**src/rtl/credit_tx.sv**
```systemverilog
// Credit-based link transmitter: forwards upstream beats onto a no-backpressure
// link, spending one credit per beat and recovering one per receiver credit pulse.
module credit_tx #(
  parameter int T_w       = 1,
  parameter int MaxCredit = 2,
  localparam int CW       = $clog2(MaxCredit + 1)
) (
  input  logic          clk_i,
  input  logic          rst_ni,
  input  logic          clr_i,
  input  logic          valid_i,
  output logic          ready_o,
  input  logic [T_w-1:0] data_i,
  output logic          valid_o,
  output logic [T_w-1:0] data_o,
  input  logic          credit_i,
  output logic [CW-1:0] credit_cnt_o,
  output logic          idle_o,
  output logic          overflow_o
);

  localparam logic [CW-1:0] MaxCnt = CW'(MaxCredit);

  logic [CW-1:0]  cnt_q;
  logic           vld_p1;
  logic [T_w-1:0] data_p1;
  logic           ovf_q;
  logic           xfer;
  logic           ovf_set;

  // A returned credit at full count is saturated away; the caller flags it.
  function automatic logic [CW-1:0] cnt_next(input logic [CW-1:0] cnt,
                                             input logic take,
                                             input logic give);
    logic [CW-1:0] res;
    res = cnt;
    if (take && !give) begin
      res = cnt - CW'(1);
    end else if (give && !take && (cnt != MaxCnt)) begin
      res = cnt + CW'(1);
    end
    return res;
  endfunction

  assign ready_o = (cnt_q != '0) && !clr_i;
  assign xfer    = valid_i && ready_o;
  assign ovf_set = credit_i && !xfer && (cnt_q == MaxCnt);

  // Stage p0 -> p1: control state (credits, link valid, sticky overflow)
  always_ff @(posedge clk_i or negedge rst_ni) begin
    if (!rst_ni) begin
      cnt_q  <= MaxCnt;
      vld_p1 <= 1'b0;
      ovf_q  <= 1'b0;
    end else if (clr_i) begin
      cnt_q  <= MaxCnt;
      vld_p1 <= 1'b0;
      ovf_q  <= 1'b0;
    end else begin
      cnt_q  <= cnt_next(cnt_q, xfer, credit_i);
      vld_p1 <= xfer;
      if (ovf_set) begin
        ovf_q <= 1'b1;
      end
    end
  end

  // Stage p0 -> p1: payload, loaded only on a transfer so it holds otherwise
  always_ff @(posedge clk_i or negedge rst_ni) begin
    if (!rst_ni) begin
      data_p1 <= '0;
    end else if (xfer) begin
      data_p1 <= data_i;
    end
  end

  assign valid_o      = vld_p1;
  assign data_o       = data_p1;
  assign credit_cnt_o = cnt_q;
  assign overflow_o   = ovf_q;
  assign idle_o       = (cnt_q == MaxCnt) && !vld_p1;

endmodule

```
**config.mk**
```make
export PLATFORM = sky130hd
export DESIGN_NAME = credit_tx
export DESIGN_NICKNAME = d
export VERILOG_FILES = /design/src/rtl/credit_tx.sv
export SDC_FILE = /design/constraint.sdc
export NUM_CORES = 1
export LEC_CHECK = 0
export ABC_CLOCK_PERIOD_IN_PS = 1700
export CAP_MARGIN = 20
export CORE_AREA = 2 2 39 41
export CTS_BUF_LIST = sky130_fd_sc_hd__clkbuf_4
export CTS_CLUSTER_DIAMETER = 40
export DETAILED_ROUTE_END_ITERATION = 8
export DIE_AREA = 0 0 41 43
export MAX_ROUTING_LAYER = met4
export PLACE_DENSITY = 0.52
export SETUP_SLACK_MARGIN = 0.05
export SYNTH_ARGS = -nofsm -noshare
export SYNTH_HDL_FRONTEND = slang
export SYNTH_SLANG_ARGS = --single-unit
```
**constraint.sdc**
```tcl
create_clock -name clk_i -period 1.7 [get_ports clk_i]
set_input_delay 0.255 -clock clk_i [delete_from_list [all_inputs] [get_ports clk_i]]
set_output_delay 0.255 -clock clk_i [all_outputs]
set_load 0.05 [all_outputs]
```
Yosys cells after proc, flatten, opt, wreduce, memory -nomap -nowiden
Cells that the tools add are included.

word-level totals
  register bits after elaboration = 5
  latch bits = 0
  RAM bits = 0
  ROM bits = 0
  bits of input ports = 6
  output and inout port bits = 7
  word-level logic and storage cells = 28
  memories = 0

operators by class
  add/subtract/negate cells = 2
  multipliers = 0
  divide/modulo/power cells = 0
  order comparisons = 0
  eq/ne operators = 2
  shift operators = 0
  muxes and demuxes = 6
  bitwise operators = 0
  reduce and logical (&&, ||, !) cells = 14

operator list
  operator               number
  $logic_and A1 B1 Y1    7
  $mux W2                3
  $logic_not A1 Y1       4
  $reduce_bool A2 Y1     2
  $mux W1                3
  $reduce_bool A3 Y1     1
  $add A2 B1 Y2 const B  1
  $eq A2 B2 Y1 const B   1
  $ne A2 B2 Y1 const B   1
  $sub A2 B1 Y2 const B  1

Logic depth before layout (Yosys ltp)
  depth in word-level cells = 9
  depth in mapped cells = 4
  depth with buffers taken out = 3

Worst setup path before layout
No wires, ideal clock.

  path kind = reg2reg
  start point = register cnt_q[1], in the netlist credit_cnt_o[1]
  end point = register data_p1, in the netlist data_o
  library setup time = 125 ps
  arrival time = 1814 ps
  required time = 1575 ps
  setup slack = -239 ps
  stages on the path, launching flop included = 5
  path buffers = 1
  period minus slack after synthesis = 1939 ps
  path through = dfstp_2 buf_6 o21ba_1 and2_4 mux2_4

between the ends
  longest elaborated chain between the ends = 3

ends and longest elaborated chain
  item                    line  text
  from (decl)             24    logic [CW-1:0] cnt_q;
  from (signal assigned)  52    cnt_q <= MaxCnt;
  from (signal assigned)  56    cnt_q <= MaxCnt;
  from (signal assigned)  60    cnt_q <= cnt_next(cnt_q, xfer, credit_i);
  $reduce_bool A2 Y1      45    assign ready_o = (cnt_q != '0) && !clr_i;
  $logic_and A1 B1 Y1     45
  via ready_o             12    output logic ready_o,
  $logic_and A1 B1 Y1     46    assign xfer = valid_i && ready_o;
  to (signal assigned)    73    data_p1 <= data_i;
  to (decl)               26    logic [T_w-1:0] data_p1;

The timed path passes the listed nets, and every way through them passes these cells.
A chain may end at the register's enable or synchronous reset.

Final worst setup path
  start point = register cnt_q[1], in the netlist credit_cnt_o[1]
  end point = output port idle_o

between the ends
  longest elaborated chain between the ends = 2

ends and longest elaborated chain
  item                 line  text
  $eq A2 B2 Y1         81    assign idle_o = (cnt_q == MaxCnt) && !vld_p1;
  $logic_and A1 B1 Y1  81
  to (decl)            18    output logic idle_o,

Every way passes these cells.

==> flow_metrics.env <==
export IMPL_drc=0
export IMPL_wl_um=586
export IMPL_stdcell_area_um2=470
export IMPL_clock_skew_final_ns=0.00162
export IMPL_worstReg2RegEnd="data_o"
export IMPL_drv_slew=0
export IMPL_core_mm2=0.00138
export IMPL_die_y_um=43
export IMPL_ys_seq_elements=5
export IMPL_tritoncts="yes"
export IMPL_cts_setup_buffers=0
export IMPL_fillers=147
export IMPL_arrival_ns=1.30
export IMPL_cts_resized_gates=0
export IMPL_cts_buffer_depth=2
export IMPL_min_path_type="in2async"
export IMPL_clock_power_share_pct=27.3
export IMPL_max_freq_mhz=643
export IMPL_crit_fanout=9
export IMPL_grtUsageTotal_pct=9.83
export IMPL_ant_nets=0
export IMPL_finalSetupTns_ns=0
export IMPL_die_area_mm2=0.00176
export IMPL_avgSynthCellArea_um2=11.1
export IMPL_max_stage_delay_ns=0.64
export IMPL_drtPass1Iterations=2
export IMPL_antenna_found_initial=0
export IMPL_synth_seq_area_share_pct=47.4
export IMPL_setup_violations=0
export IMPL_layout_nets=46
export IMPL_relSlewSlack_pct=74.3
export IMPL_cp_end_kind="primary output"
export IMPL_rows=14
export IMPL_leakagePower_uw=0.000209
export IMPL_grt_pass1_vias=244
export IMPL_vias_per_cell=4.31
export IMPL_crit_slowest_cell="dfstp_2"
export IMPL_drt_initial_drc_count=3
export IMPL_finalHoldViolCount=0
export IMPL_hold_buffers=0
export IMPL_placed_cell_area_um2=440
export IMPL_crit_family="flip-flops"
export IMPL_routed_wire_length_per_instance_um=10.7
export IMPL_drive_gt1_share_pct=41.0
export IMPL_cts_sinks=5
export IMPL_die_x_um=41
export IMPL_clkTransAtPathRegs_ns=0.04
export IMPL_cts_made_buffers=3
export IMPL_synthToLayoutAreaGrowth_pct=76.5
export IMPL_fin_crit_ns=1.56
export IMPL_maxCapViolCount=0
export IMPL_port_buffers=12
export IMPL_synth_cell_types=18
export IMPL_grt_max_degree=10
export IMPL_syn_area_um2=267
export IMPL_gp_congestion=0.779
export IMPL_route_vias_total=237
export IMPL_intPower_uw=358
export IMPL_switchingPower_uw=200
export IMPL_p_sw_share_pct=35.9
export IMPL_critPathKind="reg2out"
export IMPL_ios=13
export IMPL_ys_warn_count=0
export IMPL_pwr_share_comb_pct=42.7
export IMPL_power_total_uw=558
export IMPL_insertion_delay_ns=0.24
export IMPL_cp_required_ns=1.44
export IMPL_fin_crit_sh_pct=91.5
export IMPL_path_cells="nor3b_4, buf_12"
export IMPL_grt_overflow=0
export IMPL_timing_critical_path_buf_inv=1
export IMPL_tightest_slew_ns=0.386
export IMPL_reg2reg_depth=3
export IMPL_htreeDepth=1
export IMPL_start_kind="register"
export IMPL_start_util_pct=19.3
export IMPL_grt_pass1_wl_mm=1.04
export IMPL_status="finished, final reports clean"
export IMPL_power_share_sequential_pct=30.0
export IMPL_antenna_cells=0
export IMPL_r2r_setup_slack_ns=0.31
export IMPL_power_density_mw_per_mm2=1190
export IMPL_peakVddDrop_uv=400
export IMPL_syn_num_nets=30
export IMPL_rsz0062_at_grt="false"
export IMPL_rr_startpoint="credit_cnt_o[1]"
export IMPL_cts_root_buf="clkbuf_4"
export IMPL_synth_cells=24
-- layout by cell type (no fill, tap or decap), drive strengths merged --
master | Yosys | layout
a21oi | 3 | 3
a31oi | 1 | 1
and2 | 1 | 1
buf | 1 | 7
clkbuf | 0 | 4
clkdlybuf4s50 | 0 | 5
dfrtp | 4 | 4
dfstp | 1 | 1
inv | 1 | 1
mux2 | 1 | 1
mux2i | 1 | 1
nand2 | 1 | 1
nand2b | 1 | 1
nor2 | 2 | 2
nor2b | 1 | 1
nor3b | 1 | 1
o21a | 1 | 1
o21ba | 1 | 1
o21bai | 1 | 1
xor2 | 1 | 1
-- registers in the layout, indices dropped and copies added (netlist names) --
signal and count:
overflow_o 1, valid_o 1, data_o 1, credit_cnt_o 2
-- layer usage --
metal | track usage [%] | share of wire, % | vias to the layer above | wire, µm
met5 | - | 0 | - | 0
met4 | 6.00 | 0 | 0 | 0
met3 | 8.38 | 13 | 0 | 77
met2 | 12.2 | 46 | 18 | 270
met1 | 10.2 | 41 | 109 | 239
li1 | - | - | 110 | -
-- cell usage after synthesis --
cell type	number	share of area, %
nor2_1	2	2.8
inv_1	1	1.4
xor2_1	1	3.3
mux2_4	1	5.6
o21a_1	1	2.8
a21oi_1	3	5.6
and2_4	1	3.3
a31oi_1	1	2.3
dfstp_2	1	9.9
dfrtp_1	4	38
buf_6	1	4.2
nor3b_2	1	4.7
mux2i_1	1	3.8
o21bai_1	1	2.8
nand2b_1	1	2.3
o21ba_1	1	3.8
nand2_1	1	1.4
nor2b_1	1	2.3
-- how the worst max path moves through the flow --
| stage | from | endpoint | cells past startpoint |
|---|---|---|---|
| after global placement | clr_i | data_o | 4 |
| after floorplan | credit_cnt_o[1] | data_o | 4 |
| after global routing | credit_cnt_o[1] | idle_o | 2 |
| after CTS | credit_cnt_o[1] | idle_o | 2 |
| final | credit_cnt_o[1] | idle_o | 2 |
| after detailed placement | clr_i | data_o | 4 |
-- stage by stage --
stage               setup slack [ns]  hold slack [ns]  cells  util, %
global placement               0.171            0.480     51     31.8
detailed placement             0.143            0.495     51     31.8
finish                         0.145            0.230     55     34.0
CTS                            0.127            0.232     55     34.0
global route                  0.0829            0.229     55     34.0
floorplan                     0.0228          -0.0406     24        -
-- area by class of cell --
type / count / area [µm²] / area share [%]
clock buffer: 4 / 30.0 / 6.38
inverter: 1 / 3.75 / 0.798
multi-input combinational: 17 / 138 / 29.3
sequential: 5 / 126 / 26.9
tap: 16 / 20.0 / 4.26
timing repair buffer: 12 / 153 / 32.4
-- power groups by stage --
stage,combinational [µW],clock (µW),sequential [µW]
finish,238,152,167
global route,253,177,172
detailed placement,240,0,169
global placement,239,0,168
floorplan,92.4,0,214
CTS,241,162,168
-- cell families (layout without fill, tap and decap cells) --
group | after synthesis | after routing | synth area share (%)
buf+inv | 2 | 17 | 5.63
simple gates | 7 | 7 | 16.9
compound gates | 7 | 7 | 17.4
mux | 2 | 2 | 9.39
flops | 5 | 5 | 47.4
xor+xnor | 1 | 1 | 3.29
(Power assumes the default switching activity.)
